`src/rtl/hamm_rx_ctrl.sv`:
```
// Serial Hamming(7,4) receiver: collects a 7-bit codeword one bit per cycle,
// corrects a single-bit error from the syndrome, and presents the 4 data bits
// through a valid/ready handshake. Also tracks frame, correction and overrun
// statistics.
module hamm_rx_ctrl #(
  parameter int CNT_W = 8
) (
  input  logic             clk,
  input  logic             rst,
  input  logic             start,
  input  logic             sin,
  input  logic             clr_cnt,
  input  logic             d_ready,
  output logic [3:0]       d_out,
  output logic             d_valid,
  output logic [2:0]       syndrome,
  output logic             err_flag,
  output logic             busy,
  output logic             ovr,
  output logic [CNT_W-1:0] corr_cnt,
  output logic [CNT_W-1:0] frame_cnt
);

  typedef enum logic [1:0] {IDLE, SHIFT, DECODE, HOLD} state_t;

  state_t     state;
  logic [7:1] cw;
  logic [2:0] idx;
  logic [2:0] syn;
  logic [7:1] fixed;

  // Syndrome of the captured codeword and the codeword with the indicated bit flipped
  always_comb begin
    syn[0] = cw[1] ^ cw[3] ^ cw[5] ^ cw[7];
    syn[1] = cw[2] ^ cw[3] ^ cw[6] ^ cw[7];
    syn[2] = cw[4] ^ cw[5] ^ cw[6] ^ cw[7];
    fixed  = cw;
    for (int unsigned i = 1; i <= 7; i++) begin
      if (syn == 3'(i)) fixed[i] = ~cw[i];
    end
  end

  assign busy = (state != IDLE);

  // Frame FSM: bit capture, decode, and output hold under backpressure
  always_ff @(posedge clk) begin
    if (rst) begin
      state    <= IDLE;
      idx      <= 3'd1;
      cw       <= '0;
      d_out    <= '0;
      syndrome <= '0;
      err_flag <= 1'b0;
      d_valid  <= 1'b0;
    end else begin
      case (state)
        IDLE: begin
          if (start) begin
            cw[1] <= sin;
            idx   <= 3'd2;
            state <= SHIFT;
          end
        end
        SHIFT: begin
          cw[idx] <= sin;
          if (idx == 3'd7) begin
            idx   <= 3'd1;
            state <= DECODE;
          end else begin
            idx <= idx + 3'd1;
          end
        end
        DECODE: begin
          d_out    <= {fixed[3], fixed[5], fixed[6], fixed[7]};
          syndrome <= syn;
          err_flag <= (syn != 3'd0);
          d_valid  <= 1'b1;
          state    <= HOLD;
        end
        HOLD: begin
          if (d_ready) begin
            d_valid <= 1'b0;
            state   <= IDLE;
          end
        end
        default: state <= IDLE;
      endcase
    end
  end

  // Statistics: clear has priority over any increment or overrun in the same cycle
  always_ff @(posedge clk) begin
    if (rst || clr_cnt) begin
      corr_cnt  <= '0;
      frame_cnt <= '0;
      ovr       <= 1'b0;
    end else begin
      if (start && state != IDLE) ovr <= 1'b1;
      if (state == DECODE) begin
        frame_cnt <= frame_cnt + 1'b1;
        if (syn != 3'd0 && corr_cnt != '1) corr_cnt <= corr_cnt + 1'b1;
      end
    end
  end

endmodule

```
`config.mk`:
```
export PLATFORM = sky130hd
export DESIGN_NAME = hamm_rx_ctrl
export DESIGN_NICKNAME = d
export VERILOG_FILES = /design/src/rtl/hamm_rx_ctrl.sv
export SDC_FILE = /design/constraint.sdc
export NUM_CORES = 1
export LEC_CHECK = 0
export BUFFER_PORTS_ARGS = -buffer_cell sky130_fd_sc_hd__buf_2
export CAP_MARGIN = 10
export CORE_MARGIN = 4
export CORE_UTILIZATION = 45
export CTS_BUF_LIST = sky130_fd_sc_hd__clkbuf_16
export CTS_CLUSTER_DIAMETER = 80
export DETAILED_ROUTE_END_ITERATION = 7
export PLACE_DENSITY_LB_ADDON = 0.2
export SLEW_MARGIN = 10
export SYNTH_ARGS = -nofsm -noshare
export SYNTH_HDL_FRONTEND = slang
export SYNTH_SLANG_ARGS = --single-unit
```
`constraint.sdc`:
```
create_clock -name clk -period 2.1 [get_ports clk]
set_clock_uncertainty 0.1 [all_clocks]
set_input_delay 0.105 -clock clk [delete_from_list [all_inputs] [get_ports clk]]
set_output_delay 0.105 -clock clk [all_outputs]
set_load 0.01 [all_outputs]
```
==> metrics.cfg <==
[yosys]
synthesis.instances=221
ys_types=41
adder_and_majority_cell_fraction_of_the_synthesized_area_pct=5.066
synth_top_area_cells=sky130_fd_sc_hd__dfxtp_1, sky130_fd_sc_hd__mux2i_1, sky130_fd_sc_hd__nor2_1
synth_fp_nets=235
ys.warnings.count=0
synthMuxAreaShare_pct=8.106
post_synth_instance_area_um2=1976
fraction_of_the_mapped_netlist_area_in_compound_gates_pct=14.19
synth_most_common_cell=sky130_fd_sc_hd__dfxtp_1
synth_area_per_inst_um2=8.940
ys_top_cells_by_count=sky130_fd_sc_hd__dfxtp_1, sky130_fd_sc_hd__nor2_1, sky130_fd_sc_hd__mux2i_1
post_synthesis_register_bit_count=38
combinational_family_with_the_most_area_after_synthesis=simple AND/OR/NAND/NOR gates
synthXorXnorAreaFrac_pct=8.740
ys_async_sr_fraction_pct=0
yosys.area.top_type=sky130_fd_sc_hd__dfxtp_1
synth_top_area_share_pct=38.51
synth_seq_area_share_pct=38.51
synth_edf_count=0
ys_dominant_reg_cell=sky130_fd_sc_hd__dfxtp_1
synth_simple_gate_area_share_pct=20.71

[worst_setup_path]
crit_required_ps=2190
setup.worst_path.start=cw[7]
cp_data_arrival_time_ps=2020
critical_path_peak_fanout=15
delay_contributed_by_the_slowest_stage_of_the_critical_path_ps=390
reg_to_reg_start=cw[7]
crit_path_start_kind=flip-flop
worstPathBufferInverterCount=2
worst-r2r-cell-count=6
cp-end-kind=flip-flop
crit_cells=6
path_common_cell=sky130_fd_sc_hd__xor2_1
critical_path.reg2reg.endpoint=d_out[3]
critPathKind=flip-flop to flip-flop
worst_path_max_delay_cell=sky130_fd_sc_hd__or4_1
reg2reg_setup_slack_ps=170
crit_end=d_out[3]
timing.critical_path.max_delay_family=XOR/XNOR gates
cp_cell_sequence=buf_4 > xor2_1 > xor2_1 > buf_12 > or4_1 > a311oi_1

[placement]
gp_routability_congestion=0.8209
hpwlAfterDp_mm=2.965
dp.cells=299
io_buffers=32
placement.setup.worst_slack_ps=163.4

[sta]
setup_viol=0
layout_setup_ws_ps=169.1
sum_neg_setup_slack_ps=0
slew_violations=0
slew_headroom_pct=49.08
hold_slack_ps=9.329
fin_crit_sh_pct=91.95
final_hold_viol_count=0
tightestPinTransition_ps=758.3
final.min_clock_period_ps=1931
fmax_mhz=517.9
grt_setup_unrepaired=no

[clock_tree]
clock-root-buffer=sky130_fd_sc_hd__clkbuf_16
clk_transition_reported_paths_ps=60
cts_tree=yes
post-cts-setup-buffer-count=0
cts_repair_resize_count=0
cts-hold-fix-buffers=0
cts_inserted_buffers=5
clkLatencyLatePin_ps=280
cts.htree.levels=2
cts.sinks=38
ctsLongestPathBuffers=2

[floorplanning]
start_util_pct=48.01
dieWidth_um=74.26
rows=23
fp.coreArea_um2=4115
chipHeight_um=74.26
die_area_um2=5515
floorplan.io_pins=33

[run]
maxCapViolations=0

[layout]
nNetsFinal=270
area_delta_synth_final_pct=20.77
instances_no_fill=307
fraction_of_layout_cells_with_a_size_suffix_above_1_pct=21.01
insertedDiodeCount=0
fillCellCount=364
final_core_util_pct=57.98

[pwr]
cellPowerDensity_nw_per_um2=1092
max-vdd-ir-drop_mv=0.3969
power_leakage_nw=0.9584

[global_routing]
grt_start_max_net_pins=28
grtUsageTotal_pct=16.15
number_of_global_route_vias_before_repair=1535
grt_ovf=0
antenna_violations_before_repair=0
global_route_wire_length_before_repair_mm=6.844

[detailed_routing]
detail-route-antenna-nets=0
top_layer=met4
routed_wire_length_per_instance_um=13.33
post-route-drc-count=0
route.layer.met1.wl_mm=2.063
routed_wire_length_mm=4.092
wl_met3_um=274
via_per_inst=5.593
met2WireLength_mm=1.663
drt-pass1-iter-count=4
detailroute.via_count=1717
drt_first_iter_violations=114

[hold_path]
hp-start=start
min-delay-path-class=input pin to flip-flop

[status]
status=finished, final reports clean

[final cells by class]
cell class                      count  area [um2]  area share (%)
Sequential cell                    38       760.7           31.88
Inverter                            8       30.03           1.259
Timing Repair Buffer               41       240.2           10.07
Clock inverter                      3       45.04           1.888
Tap cell                           50       62.56           2.622
Multi-Input combinational cell    162        1122           47.04
Clock buffer                        5       125.1           5.244
[tightest hold or removal path: cells and delay by family]
kind                   cells  cell delay (ps)
buffers and inverters      1              110
AND/OR/NAND/NOR            1               70
AO/OA/AOI/OAI              1               70
[cells by family after synthesis]
kind of cell               after synthesis
and+or+nand+nor                         80
xor gates and xnor gates                18
DFF                                     38
muxes                                   16
buffers and inverters                   21
adders and majority gates                8
AOI/OAI and AO/OA                       40
[how the worst min path moves through the flow]
stage          end  slack (ps)  depth (start not counted)
2_1_floorplan  ovr         150                          2
3_3_place_gp   ovr         280                          3
3_5_place_dp   ovr         300                          3
4_1_cts        ovr           7                          3
5_1_grt        ovr          30                          3
6_report       ovr           9                          3
[state kept, by name (all words and copies together) (netlist names)]
signal / count
corr_cnt: 8
frame_cnt: 8
cw: 7
d_out: 4
idx: 3
syndrome: 3
state: 2
d_valid: 1
err_flag: 1
ovr: 1
[layer usage]
layer  up-vias  track usage, %
met3         9           4.865
met2        57           24.31
met5         -               0
met4         0           8.103
met1       787           20.99
li1        864               -
[cells in the final DEF (no fill, tap or decap), types with 5 or more instances in the layout]
cell type                   count
sky130_fd_sc_hd__mux2i_1       16
sky130_fd_sc_hd__nand2_1       15
sky130_fd_sc_hd__clkbuf_16      5
sky130_fd_sc_hd__ha_1           8
sky130_fd_sc_hd__a31oi_1        5
sky130_fd_sc_hd__a311oi_1       6
sky130_fd_sc_hd__nor2_1        30
sky130_fd_sc_hd__a211oi_1       7
sky130_fd_sc_hd__buf_4          8
sky130_fd_sc_hd__nand4_1        6
sky130_fd_sc_hd__dfxtp_1       38
sky130_fd_sc_hd__inv_1          8
sky130_fd_sc_hd__or3_1          6
sky130_fd_sc_hd__o21ai_0        6
sky130_fd_sc_hd__xnor2_1       10
sky130_fd_sc_hd__a21oi_1        5
sky130_fd_sc_hd__xor2_1         6
sky130_fd_sc_hd__buf_2         32
[power by group]
part / switching, mW / internal (mW) / leakage [nW]
Combinational: 0.461 / 0.354 / 0.574
Clock: 0.303 / 0.560 / 0.0760
Sequential: 0.0889 / 0.838 / 0.308
[per-stage QoR]
| stage | instance area, um2 | power (mW) |
|---|---|---|
| 4_1_cts | 2386 | 2.626 |
| 3_3_place_gp | 2216 | 1.749 |
| 3_5_place_dp | 2216 | 1.759 |
| 2_1_floorplan | 1976 | 1.517 |
| 5_1_grt | 2386 | 2.770 |
| 6_report | 2386 | 2.604 |
No activity file was read; power rests on OpenSTA's default activity.
